$ cat src/rtl/headlight_pwm_driver.sv
// Headlight lamp PWM driver: 255-tick PWM with per-period soft ramping of the duty toward the requested level.
// Latency: duty/state move only at period boundaries; lamp_pwm lags cnt/duty by one clk.
// Backpressure: none; the prescaler and PWM counter free-run and never stall.
module headlight_pwm_driver #(
    parameter int PRESCALE  = 4,
    parameter int RAMP_STEP = 8
) (
    input  logic       clk,
    input  logic       rst_n,
    input  logic       headlights_in,
    input  logic [7:0] dim_level_in,
    output logic       lamp_pwm,
    output logic [7:0] duty,
    output logic [1:0] state,
    output logic       ramp_busy,
    output logic       period_start
);

    typedef enum logic [1:0] {
        ST_OFF       = 2'd0,
        ST_RAMP_UP   = 2'd1,
        ST_ON        = 2'd2,
        ST_RAMP_DOWN = 2'd3
    } state_t;

    localparam logic [7:0] PRESC_MAX = 8'(PRESCALE - 1);
    localparam logic [8:0] STEP      = 9'(RAMP_STEP);

    state_t     state_q, state_nxt;
    logic [7:0] presc, cnt;
    logic [7:0] duty_q, duty_nxt;
    logic       tick;
    logic [8:0] target, duty_w, diff, delta;

    assign tick         = (presc == PRESC_MAX);
    // High during the clk whose closing edge wraps cnt 254->0; that edge is the boundary.
    assign period_start = tick && (cnt == 8'd254);

    always_ff @(posedge clk or negedge rst_n) begin
        if (!rst_n) begin
            presc <= '0;
            cnt   <= '0;
        end else begin
            presc <= tick ? 8'd0 : presc + 8'd1;
            if (tick) begin
                cnt <= (cnt == 8'd254) ? 8'd0 : cnt + 8'd1;
            end
        end
    end

    always_ff @(posedge clk or negedge rst_n) begin
        if (!rst_n) begin
            state_q  <= ST_OFF;
            duty_q   <= '0;
            lamp_pwm <= 1'b0;
        end else begin
            state_q  <= state_nxt;
            duty_q   <= duty_nxt;
            lamp_pwm <= (cnt < duty_q);
        end
    end

    // Ramp arithmetic is 9 bits wide so a step near 255 can neither wrap nor pass the target.
    always_comb begin
        state_nxt = state_q;
        duty_nxt  = duty_q;
        target    = '0;
        duty_w    = {1'b0, duty_q};
        diff      = '0;
        delta     = '0;
        if (period_start) begin
            target = headlights_in ? {1'b0, dim_level_in} : 9'd0;
            if (duty_w < target) begin
                diff   = target - duty_w;
                delta  = (diff < STEP) ? diff : STEP;
                duty_w = duty_w + delta;
            end else if (duty_w > target) begin
                diff   = duty_w - target;
                delta  = (diff < STEP) ? diff : STEP;
                duty_w = duty_w - delta;
            end
            duty_nxt = duty_w[7:0];
            if (duty_w == target) begin
                state_nxt = (target == 9'd0) ? ST_OFF : ST_ON;
            end else if (duty_w < target) begin
                state_nxt = ST_RAMP_UP;
            end else begin
                state_nxt = ST_RAMP_DOWN;
            end
        end
    end

    assign duty      = duty_q;
    assign state     = state_q;
    assign ramp_busy = (state_q == ST_RAMP_UP) || (state_q == ST_RAMP_DOWN);

endmodule

$ cat config.mk
export PLATFORM = sky130hd
export DESIGN_NAME = headlight_pwm_driver
export DESIGN_NICKNAME = d
export VERILOG_FILES = /design/src/rtl/headlight_pwm_driver.sv
export SDC_FILE = /design/constraint.sdc
export NUM_CORES = 1
export LEC_CHECK = 0
export BUFFER_PORTS_ARGS = -buffer_cell sky130_fd_sc_hd__buf_4
export CAP_MARGIN = 20
export CORE_MARGIN = 8
export CORE_UTILIZATION = 50
export CTS_CLUSTER_SIZE = 8
export DETAILED_ROUTE_END_ITERATION = 7
export PLACE_DENSITY = 0.68
export REMOVE_ABC_BUFFERS = 1
export SKIP_CTS_REPAIR_TIMING = 1
export SLEW_MARGIN = 20
export SYNTH_ARGS = -nofsm -noshare
export SYNTH_HDL_FRONTEND = slang
export SYNTH_SLANG_ARGS = --single-unit
export TNS_END_PERCENT = 20
$ cat constraint.sdc
create_clock -name clk -period 7.6 [get_ports clk]
set_input_delay 0.38 -clock clk [delete_from_list [all_inputs] [get_ports clk]]
set_output_delay 0.38 -clock clk [all_outputs]
set_load 0.02 [all_outputs]
# Yosys cells after proc, flatten, opt, wreduce, memory -nomap -nowiden
# Index checks and enable logic that the tools add are counted.
# totals
regBits,27
elab_cells,36
# classes
addsub,6
n_lt_le_gt_ge,6
eq_ne,5
muxes,11
reduce_logical,3
# ops
operator,n
$mux 9,5
$mux 8,3
$lt 9x4->1 const B,2
$sub 8x8->9,2
$add 8x1->8 const B,2
$lt 8x8->1,2
$add 8x9->9,1
$eq 9x8->1,1
$logic_not 9->1,1
$lt 9x8->1,1
$sub 8x9->9,1
$eq 8x2->1 const B,1
$eq 8x8->1 const B,1
$gt 8x8->1,1
$mux 2,3
$eq 2x1->1 const B,1
$eq 2x2->1 const B,1
$logic_and 1x1->1,1
$logic_or 1x1->1,1

# Depth between registers and ports, before layout
# Gate-level depths: netlist of the first run.
# depth
ltp_word,11
mapped_depth,31

# Worst setup path before layout of the first run
# No wires, ideal clock.
# synth_path
path_kind,input-to-reg
startpoint,input headlights_in
endpoint,register state_q[1] (netlist: state[1])
t_arrival_ns,4.795
setup_slack_ns,2.684
cell_stages,26
n_path_buf,2
path_cell_list,clkbuf_1 nand2_1 inv_1 ha_1 inv_1 fa_1 a21o_1 nand4_1 o211ai_1 nor4_2 and3_1 buf_4 nand2_1 ha_1 nor2b_1 o21ai_0 a21boi_0 o21a_1 or3_1 a311oi_1 a21oi_1 ha_1 nand4_1 nor2_1 a32oi_1 o22a_1
# synth_between
elab_chain_len,11
# synth_rtl
item,line_no,text
start: declaration,10,"input logic headlights_in,"
$mux 8 (*),72,"target = headlights_in ? {1'b0, dim_level_in} : 9'd0;"
$sub 8x8->9,78,diff = duty_w - target;
$lt 9x4->1,79,delta = (diff < STEP) ? diff : STEP;
$mux 9,79,
$sub 8x9->9,80,duty_w = duty_w - delta;
$mux 9,77,end else if (duty_w > target) begin
$mux 9,73,if (duty_w < target) begin
$mux 9,71,if (period_start) begin
$lt 9x8->1,85,end else if (duty_w < target) begin
$mux 2,85,
$mux 2 (*),83,if (duty_w == target) begin
end signal: assignment,57,state_q <= state_nxt;
end: declaration,29,"state_t state_q, state_nxt;"
# Every way passes the cells marked *; elsewhere a longest branch is shown, timed or not. The select of a mux whose other input is x is not followed.
# A chain may end at the register's enable or synchronous reset.

# Final worst setup path of the first run
# layout_path
startpoint,register duty_q[5] (netlist: duty[5])
endpoint,register state_q[1] (netlist: state[1])
# layout_between
elab_chain_len,10
# layout_rtl
item,line_no,text
start: declaration,31,"logic [7:0] duty_q, duty_nxt;"
start signal: assignment,58,duty_q <= duty_nxt;
$sub 8x8->9,78,
$lt 9x4->1,79,
$mux 9,79,
$sub 8x9->9,80,
$mux 9,77,
$mux 9 (*),73,
$mux 9 (*),71,
$lt 9x8->1,85,
$mux 2,85,
$mux 2 (*),83,
# Marks and branches as above.

==> impl_metrics.py, run 1 <==
metrics = {
    "logic_synthesis": {
        "async_flop_share": 1.00,
        "synth_top_flop_cell": "dfrtp_1",
        "ys_seq_elements": 27,
        "synth-edff-count": 0,
        "ys_warn_count": 0,
        "synth_cells": 426,
        "ys_seq_area_frac": 0.194,
        "yosysUniqueCellTypes": 68,
        "synth.avg_cell_area_um2": 8.19,
        "netlist_area_um2": 3490,
    },
    "global_route": {
        "overflow": 0,
        "antenna_found_initial": 0,
        "grt_first_pass_wirelength_um": 15300,
        "grt_util_all_layers": 0.187,
        "grt_max_degree": 28,
        "grt_pass1_vias": 3039,
    },
    "cells_and_area": {
        "finish.utilization": 0.556,
        "drive_above_1_share": 0.117,
        "finalNetCount": 511,
        "diodes": 0,
        "area_delta_synth_final_pct": 8.17,
    },
    "status": {
        "outcome": "complete, but fails checks",
        "violations": "negative hold slack",
    },
    "pwr": {
        "leakage_nw": 1.74,
        "peakVddDrop_mv": 0.0636,
        "fin_total_pwr_w": 0.000334,
        "powerDensity_nw_per_um2": 88.6,
    },
    "cts": {
        "clk_path_buf_depth": 2,
        "clk_pin_slew_worst_paths_ns": 0.12,
        "cts_made_buffers": 3,
        "cts_tree": "yes",
        "clk_latency_ns": 0.30,
        "numClockSinks": 27,
        "cts_max_level": 1,
        "cts_root_buf": "clkbuf_8",
    },
    "critical_path": {
        "start_kind": "flop",
        "rrSetupSlack_ns": 2.19,
        "critPathMaxFanout": 16,
        "r2r-start": "duty[5]$_DFFE_PN0P_",
        "worstRegToRegCells": 22,
        "crit_path_end": "state[1]$_DFFE_PN0P_",
        "critical_path.startpoint": "duty[5]$_DFFE_PN0P_",
        "worstSetupPathType": "flop to flop",
        "crit_arrival_ns": 5.64,
        "required_ns": 7.82,
        "worst_setup_path_end_kind": "flop",
        "regToRegEndpoint": "state[1]$_DFFE_PN0P_",
    },
    "place": {
        "port_buffers": 23,
        "dp_hpwl_um": 7300,
        "pre_cts_ws_ns": 2.23,
        "gp_congestion": 0.966,
    },
    "flow_run": {
        "max_cap_viol_count": 0,
    },
    "sta": {
        "finalHoldWorstSlack_ns": -0.0240,
        "setup_viol": 0,
        "maxSlewHeadroom": 0.380,
        "fin_tns_setup_ns": 0,
        "rsz0062_at_grt": "no",
        "fmax_ghz": 0.185,
        "finalHoldViolations": 10,
        "finalClockSkew_ns": 0.0222,
        "maxSlewViolCount": 0,
        "worst_pin_slew_ns": 0.926,
        "finalCritPeriodShare": 0.712,
        "worst_slack_ns": 2.19,
        "fin_crit_ns": 5.41,
    },
    "die": {
        "die_h_um": 99.6,
        "start_util": 0.514,
        "die-area_um2": 9910,
        "ios": 24,
        "die_w_um": 99.6,
        "core_region_area_um2": 6790,
        "placementRows": 30,
    },
    "drt": {
        "drt.antenna.violating_nets": 0,
        "drc_errors": 0,
        "vias": 3201,
        "viasPerCell": 5.93,
        "dr.pass1.iters": 5,
        "drt_iter0_drc": 224,
        "wl_um": 9320,
        "avgRoutedWirePerCell_um": 17.3,
    },
    "hold_path": {
        "hold_class": "input pin to async pin",
    },
}
[cell type report]
type | instances | area, µm²
fillers | 656 | 3020
inverters | 30 | 113
multi-input cells | 360 | 2650
clock inverters | 1 | 8.76
well taps | 96 | 120
repair buffers | 23 | 173
flip-flops and latches | 27 | 676
clock buffers | 3 | 41.3
[worst max-delay path, stage by stage, from the launching register on]
cell,delay [ns]
dfrtp_1,0.53
inv_1,0.16
ha_1,0.64
o21ai_0,0.17
o31ai_1,0.10
o211ai_1,0.14
nor4_2,0.43
and3_1,0.36
nand2_1,0.13
ha_1,0.30
nor2b_1,0.15
o21ai_0,0.20
a21boi_0,0.13
o21a_1,0.18
or3_1,0.31
a311oi_1,0.30
a21oi_1,0.11
ha_1,0.36
nand4_1,0.09
nor2_1,0.18
nor2_1,0.06
a32oi_1,0.17
o22a_1,0.16
[through the flow]
| step | hold WS (ns) | instance area (µm²) | instances |
|---|---|---|---|
| global route | 0.00744 | 3780 | 540 |
| global placement | 0.325 | 3730 | 536 |
| detailed placement | 0.326 | 3730 | 536 |
| CTS | 0.000930 | 3780 | 540 |
| floorplan | 0.0844 | 3430 | 417 |
| finish | -0.0240 | 3780 | 540 |
[sequential cells by signal, indices dropped and copies added (netlist names)]
name,count
cnt,8
duty,8
lamp_pwm,1
presc,8
state,2
[Yosys cell counts, types with 4 or more instances]
master    count  share of area
o31ai_1       7          0.015
nor2_1       36          0.039
nand2b_1      7          0.013
nor4_1        4         0.0072
xor2_1        4          0.010
a21oi_1      27          0.039
nand4_1       8          0.014
clkbuf_1      8         0.0086
nor3_1        9          0.013
ha_1         52           0.19
o21bai_1      4         0.0086
inv_1        29          0.031
and3_1        6          0.011
nand3_1      12          0.017
or3_1         8          0.014
a21o_1       13          0.028
nor2b_1       8          0.014
dfrtp_1      27           0.19
nand2_1      35          0.038
buf_2         4         0.0057
a211oi_1      6          0.013
mux2_2        7          0.023
xnor2_1      11          0.028
o21ai_0      20          0.029
[metal layers]
layer / global-route usage / up-vias / part of all wire
met5: 0 / - / 0
met4: 0.0361 / 0 / 0.014
met3: 0.0391 / 12 / 0.069
met2: 0.293 / 112 / 0.43
met1: 0.257 / 1484 / 0.48
li1: - / 1593 / -
[kinds of logic (layout without fill, tap and decap cells)]
family | after synthesis | count (layout) | synth area share
buffers and inverters | 46 | 57 | 0.0563
AND/OR/NAND/NOR | 151 | 151 | 0.228
adder cells (fa/ha/maj) | 55 | 55 | 0.204
flip-flops | 27 | 27 | 0.194
other | 2 | 9 | 0.00215
multiplexers | 10 | 10 | 0.0312
XOR/XNOR | 15 | 15 | 0.0376
AO/OA/AOI/OAI | 120 | 120 | 0.247
[worst min path at each step]
stage	cells after the start	to
finish	1	duty[0]$_DFFE_PN0P_
global route	1	duty[0]$_DFFE_PN0P_
CTS	1	cnt[3]$_DFFE_PN0N_
detailed placement	1	duty[0]$_DFFE_PN0P_
global placement	1	cnt[3]$_DFFE_PN0N_
floorplan	0	cnt[0]$_DFFE_PN0N_
[placed cells by master (no fill, tap or decap), types with 4 or more instances in the layout]
master and n:
nor2b_1 8, nor4_1 4, or3_1 8, ha_1 52, o21ai_0 20, nand2b_1 7, xor2_1 4, o31ai_1 7
dfrtp_1 27, a211oi_1 6, a21oi_1 27, inv_1 29, mux2_2 7, a21o_1 13, nand4_1 8, o21bai_1 4
nand2_1 35, xnor2_1 11, and3_1 6, conb_1 9, nor2_1 36, buf_4 23, nor3_1 9, nand3_1 12
[report_power, final]
part / switching [W] / internal (W)
sequential: 0.00000000225 / 0.000144
clock: 0.0000554 / 0.0000387
combinational: 0.0000583 / 0.0000384
total: 0.000114 / 0.000221
Power figures use the tool's default switching activity.
==> inputs of run 2 (changes only) <==
==> constraint.sdc (replaced) <==
create_clock -name clk -period 5.6 [get_ports clk]
set_input_delay 0.28 -clock clk [delete_from_list [all_inputs] [get_ports clk]]
set_output_delay 0.28 -clock clk [all_outputs]
set_load 0.02 [all_outputs]
==> run 2 against run 1 <==
Sequential power rose by 35%. Highest routed layer unchanged. Combinational power is 37% higher. Critical path depth grew 1. Fmax rose by 2.7%. Die area stayed put. Hold slack improved by 0.47 ns. Critical path type unchanged. Critical endpoint unchanged. Routed wire length about the same. The flow now finishes without violations.
==> impl_metrics.py, run 2 (synthesis gave the netlist of run 1 again) <==
metrics = {
    "place": {
        "port_buffers": 23,
        "gp_congestion": 0.934,
        "placed_cell_area_um2": 3760,
        "dp_cells": 541,
        "dp_hpwl_um": 7410,
    },
    "cts": {
        "cts_max_level": 1,
        "clk_latency_ns": 0.29,
        "clk_pin_slew_worst_paths_ns": 0.11,
        "cts_tree": "yes",
        "cts_made_buffers": 3,
        "clk_path_buf_depth": 2,
        "cts_root_buf": "clkbuf_8",
        "numClockSinks": 27,
    },
    "pwr": {
        "powerDensity_nw_per_um2": 117,
        "p_switching_w": 0.000151,
        "combinationalPowerShare": 0.293,
        "p_seq_frac": 0.433,
        "peakVddDrop_mv": 0.103,
        "p_int_w": 0.000299,
        "leakage_nw": 1.76,
        "p_clk_frac": 0.274,
        "switching_share": 0.336,
    },
    "critical_path": {
        "max_stage_delay_ns": 0.57,
        "crit_arrival_ns": 5.50,
        "critPathMaxFanout": 8,
        "required_ns": 5.83,
        "crit_top_cell": "nor2_1",
        "cp_slowest_cell": "dfrtp_1",
        "cp_cell_sequence": "inv_1, ha_1, nor3_1, a211oi_2, and3_1, nor4_4, o211ai_4, nor2_1, ha_1, a21oi_1, o21bai_1, a21o_1, or4_1, nor3_1, mux2i_1, nand3b_1, nor2_1, ha_1, nand4_1, nor2_1, nor2_1, a32oi_1, o22a_1",
        "worstSetupPathType": "flop to flop",
        "worst_setup_path_end_kind": "flop",
        "start_kind": "flop",
    },
    "cells_and_area": {
        "ff_latch_area_um2": 676,
        "layout_commonest_cell": "ha_1",
        "diodes": 0,
        "nFillCells": 659,
        "area_delta_synth_final_pct": 9.82,
        "multi_input_area_um2": 2660,
        "finish.utilization": 0.564,
        "drive_above_1_share": 0.129,
        "fin_area_um2": 3830,
        "stdcell_count": 546,
        "final_cell_mix": "ha_1 (51), nor2_1 (36), nand2_1 (35), inv_1 (29), buf_4 (28)",
        "finalNetCount": 517,
    },
    "global_route": {
        "antenna_found_initial": 0,
        "overflow": 0,
        "grt_first_pass_wirelength_um": 15700,
        "grt_max_degree": 28,
        "grt_pass1_vias": 3150,
        "grt_util_all_layers": 0.193,
    },
    "hold_path": {
        "hold_class": "input pin to async pin",
    },
    "sta": {
        "setup_viol": 0,
        "finalCritPeriodShare": 0.942,
        "fin_tns_setup_ns": 0,
        "finalHoldViolations": 0,
        "maxSlewHeadroom": 0.361,
        "finalClockSkew_ns": 0.0121,
        "fmax_ghz": 0.190,
        "finalHoldWorstSlack_ns": 0.450,
        "fin_crit_ns": 5.27,
        "worst_pin_slew_ns": 0.955,
        "maxSlewViolCount": 0,
    },
    "drt": {
        "drc_errors": 0,
        "vias": 3212,
        "wl_um": 9320,
        "avgRoutedWirePerCell_um": 17.1,
        "viasPerCell": 5.88,
        "drt.antenna.violating_nets": 0,
        "drt_iter0_drc": 273,
        "dr.pass1.iters": 5,
    },
    "die": {
        "core_region_area_um2": 6790,
        "die_w_um": 99.6,
        "die_h_um": 99.6,
        "ios": 24,
        "placementRows": 30,
        "die-area_um2": 9910,
        "start_util": 0.514,
    },
    "status": {
        "outcome": "finished, final reports clean",
    },
    "flow_run": {
        "max_cap_viol_count": 0,
    },
}
==> run 2: path summary, 6_finish.rpt <==
check,cells past startpoint,to,slack (ns),start
min reg2reg,1,presc[7]$_DFF_PN0_,0.48,presc[7]$_DFF_PN0_
max reg2reg,23,state[1]$_DFFE_PN0P_,0.33,duty[2]$_DFFE_PN0P_
min,2,duty[1]$_DFFE_PN0P_,0.45,rst_n
max in group asynchronous,2,state[1]$_DFFE_PN0P_,4.87,rst_n
max,23,state[1]$_DFFE_PN0P_,0.33,duty[2]$_DFFE_PN0P_
min in group clk,1,presc[7]$_DFF_PN0_,0.48,presc[7]$_DFF_PN0_
==> run 2: metal layers <==
metal | GRT usage | wire (µm)
met1 | 0.256 | 4490
met3 | 0.0391 | 544
met2 | 0.306 | 4120
met4 | 0.0570 | 168
met5 | 0 | 0
==> run 2: final cells by class <==
cell class                      instances  share of cell area
Timing Repair Buffer                   29              0.0574
Sequential cell                        27               0.176
Multi-Input combinational cell        360               0.693
Tap cell                               96              0.0313
Clock buffer                            3              0.0108
Inverter                               30              0.0294
Clock inverter                          1             0.00196
==> run 2: worst max-delay path: cells and delay by family (launching register included) <==
| kind | cells | cell delay (ns) |
|---|---|---|
| muxes | 1 | 0.10 |
| DFF | 1 | 0.57 |
| and+or+nand+nor | 11 | 2.09 |
| AOI/OAI and AO/OA | 7 | 1.31 |
| adders and majority gates | 3 | 0.94 |
| buffers and inverters | 1 | 0.17 |
==> run 2: power groups by stage <==
stage | Sequential (W) | Clock [W] | Combinational [W]
after floorplan | 0.000199 | 0 | 0.0000924
after global placement | 0.000199 | 0 | 0.000125
after detailed placement | 0.000199 | 0 | 0.000127
after CTS | 0.000195 | 0.000126 | 0.000128
after global routing | 0.000195 | 0.000132 | 0.000148
final | 0.000195 | 0.000124 | 0.000132
==> run 2: metrics by stage <==
step | total power (W) | setup WS (ns)
5_1_grt | 0.000475 | -0.00170
6_report | 0.000450 | 0.326
4_1_cts | 0.000449 | 0.393
3_5_place_dp | 0.000325 | 0.345
3_3_place_gp | 0.000324 | 0.518
2_1_floorplan | 0.000291 | 0.893
==> inputs of run 3 (changes only) <==
--- a/config.mk
+++ b/config.mk
@@ -8,10 +8,9 @@
 export BUFFER_PORTS_ARGS = -buffer_cell sky130_fd_sc_hd__buf_4
 export CAP_MARGIN = 20
 export CORE_MARGIN = 8
-export CORE_UTILIZATION = 50
+export CORE_UTILIZATION = 40
 export CTS_CLUSTER_SIZE = 8
 export DETAILED_ROUTE_END_ITERATION = 7
-export PLACE_DENSITY = 0.68
 export REMOVE_ABC_BUFFERS = 1
 export SKIP_CTS_REPAIR_TIMING = 1
 export SLEW_MARGIN = 20
==> run 3 against run 2 <==
First-iteration DRC count fell by 19%. Combinational power barely moved. Register-to-register slack gained 0.16 ns. Flip-flop and latch count is the same. Via count rose by 2.3%. Non-clock buffer count grew 5. Die area increased by 21%. Clock-buffer cell count did not move. Critical endpoint unchanged. Largest power group unchanged. Highest routed layer unchanged.
==> impl_metrics.py, run 3 (synthesis gave the netlist of run 1 again) <==
metrics = {
    "status": {
        "outcome": "finished, final reports clean",
    },
    "sta": {
        "rsz0062_at_grt": "no",
        "fmax_ghz": 0.196,
        "maxSlewHeadroom": 0.634,
        "finalCritPeriodShare": 0.913,
        "finalHoldViolations": 0,
        "setup_viol": 0,
        "finalClockSkew_ns": 0.00212,
        "worst_pin_slew_ns": 0.542,
        "fin_crit_ns": 5.11,
        "fin_tns_setup_ns": 0,
        "maxSlewViolCount": 0,
    },
    "critical_path": {
        "required_ns": 5.82,
        "cp_slowest_cell": "dfrtp_1",
        "worstSetupPathType": "flop to flop",
        "worst_setup_path_end_kind": "flop",
        "critPathMaxFanout": 6,
        "critical_path.startpoint": "duty[0]$_DFFE_PN0P_",
        "crit_arrival_ns": 5.33,
        "cp_cell_sequence": "inv_1, ha_1, inv_1, fa_1, a21o_1, a21oi_1, xnor2_1, o2111a_1, and3_2, nand2_1, ha_1, nor2b_1, o21ai_0, a21boi_0, o21a_1, or3_1, a311oi_1, a21oi_1, ha_1, nand4_1, nor2_1, nor2_1, a32oi_1, o22a_1",
        "crit_top_cell": "ha_1",
        "r2r-start": "duty[0]$_DFFE_PN0P_",
        "max_stage_delay_ns": 0.42,
        "start_kind": "flop",
    },
    "global_route": {
        "grt_first_pass_wirelength_um": 16100,
        "overflow": 0,
        "antenna_found_initial": 0,
        "grt_max_degree": 28,
        "grt_pass1_vias": 3250,
        "grt_util_all_layers": 0.166,
    },
    "die": {
        "placementRows": 34,
        "start_util": 0.406,
        "die_w_um": 109,
        "die_h_um": 109,
        "core_region_area_um2": 8590,
        "ios": 24,
        "die-area_um2": 12000,
    },
    "pwr": {
        "combinationalPowerShare": 0.300,
        "p_seq_frac": 0.437,
        "p_int_w": 0.000299,
        "leakage_nw": 1.79,
        "switching_share": 0.328,
        "fin_total_pwr_w": 0.000445,
        "p_switching_w": 0.000146,
        "p_clk_frac": 0.262,
        "powerDensity_nw_per_um2": 115,
        "peakVddDrop_mv": 0.124,
    },
    "drt": {
        "dr.pass1.iters": 5,
        "vias": 3285,
        "viasPerCell": 5.83,
        "drt_iter0_drc": 222,
        "wl_um": 9700,
        "avgRoutedWirePerCell_um": 17.2,
        "drc_errors": 0,
        "drt.antenna.violating_nets": 0,
    },
    "cells_and_area": {
        "final_cell_mix": "ha_1 (52), nor2_1 (36), nand2_1 (35), buf_4 (33), inv_1 (29)",
        "layout_commonest_cell": "ha_1",
        "diodes": 0,
        "area_delta_synth_final_pct": 11.3,
        "drive_above_1_share": 0.138,
        "multi_input_area_um2": 2660,
        "nFillCells": 901,
        "finalNetCount": 522,
        "ff_latch_area_um2": 676,
    },
    "cts": {
        "cts_root_buf": "clkbuf_8",
        "cts_tree": "yes",
        "cts_max_level": 1,
        "numClockSinks": 27,
        "clk_path_buf_depth": 2,
        "clk_pin_slew_worst_paths_ns": 0.10,
        "clk_latency_ns": 0.28,
        "cts_made_buffers": 3,
    },
    "hold_path": {
        "hold_class": "input pin to async pin",
    },
    "flow_run": {
        "max_cap_viol_count": 0,
    },
    "place": {
        "gp_congestion": 0.861,
        "port_buffers": 23,
        "dp_hpwl_um": 7760,
    },
}
[run 3: cell types whose count changed in the layout (fill, tap and decap cells not counted)]
| cell | change |
|---|---|
| buf_4 | +5 |
| and3_2 | +1 |
| and3_1 | -1 |
| ha_2 | -1 |
| ha_1 | +1 |
[run 3: final cells by class]
| type | instances | share of cell area |
|---|---|---|
| flip-flops and latches | 27 | 0.174 |
| clock buffers | 3 | 0.0106 |
| multi-input cells | 360 | 0.683 |
| inverters | 30 | 0.0290 |
| repair buffers | 34 | 0.0663 |
| well taps | 108 | 0.0348 |
| clock inverters | 1 | 0.00193 |
[run 3: metrics by stage]
step	hold WS, ns	utilization	setup WS [ns]	cells	instance area [µm²]
after floorplan	-0.0156	-	0.893	417	3430
after global placement	0.223	0.444	0.159	558	3820
after detailed placement	0.223	0.444	0.111	558	3820
after CTS	-0.0907	0.450	0.301	562	3860
after global routing	0.478	0.452	0.0118	563	3880
final	0.449	0.452	0.487	563	3880
[run 3: power by group through the flow]
stage	sequential, W	combinational, W	clock [W]
5_1_grt	0.000195	0.000150	0.000128
2_1_floorplan	0.000199	0.0000924	0
3_3_place_gp	0.000199	0.000129	0
6_report	0.000195	0.000134	0.000117
4_1_cts	0.000195	0.000131	0.000123
3_5_place_dp	0.000199	0.000130	0
[run 3: final timing paths]
| check | end | slack [ns] | cells after the start |
|---|---|---|---|
| setup reg to reg | state[1]$_DFFE_PN0P_ | 0.49 | 24 |
| hold / removal | presc[0]$_DFF_PN0_ | 0.45 | 2 |
| min in group clk | presc[0]$_DFF_PN0_ | 0.46 | 1 |
| max in group asynchronous | state[1]$_DFFE_PN0P_ | 4.89 | 2 |
| hold reg to reg | presc[0]$_DFF_PN0_ | 0.46 | 1 |
| setup / recovery | state[1]$_DFFE_PN0P_ | 0.49 | 24 |
[run 3: worst max-delay path, delay by kind of cell (launching register included)]
kind,cells,cell delay (ns)
buf+inv,2,0.13
flops,1,0.42
compound gates,10,2.01
fa+ha+maj,4,1.20
xor+xnor,1,0.14
simple gates,7,1.16
[run 3: per-layer routing]
metal,track usage,share of wire,vias to the layer above
met5,0,0,-
met4,0.0453,0.016,0
met3,0.0123,0.040,17
met2,0.280,0.48,89
met1,0.222,0.47,1570
li1,-,-,1609
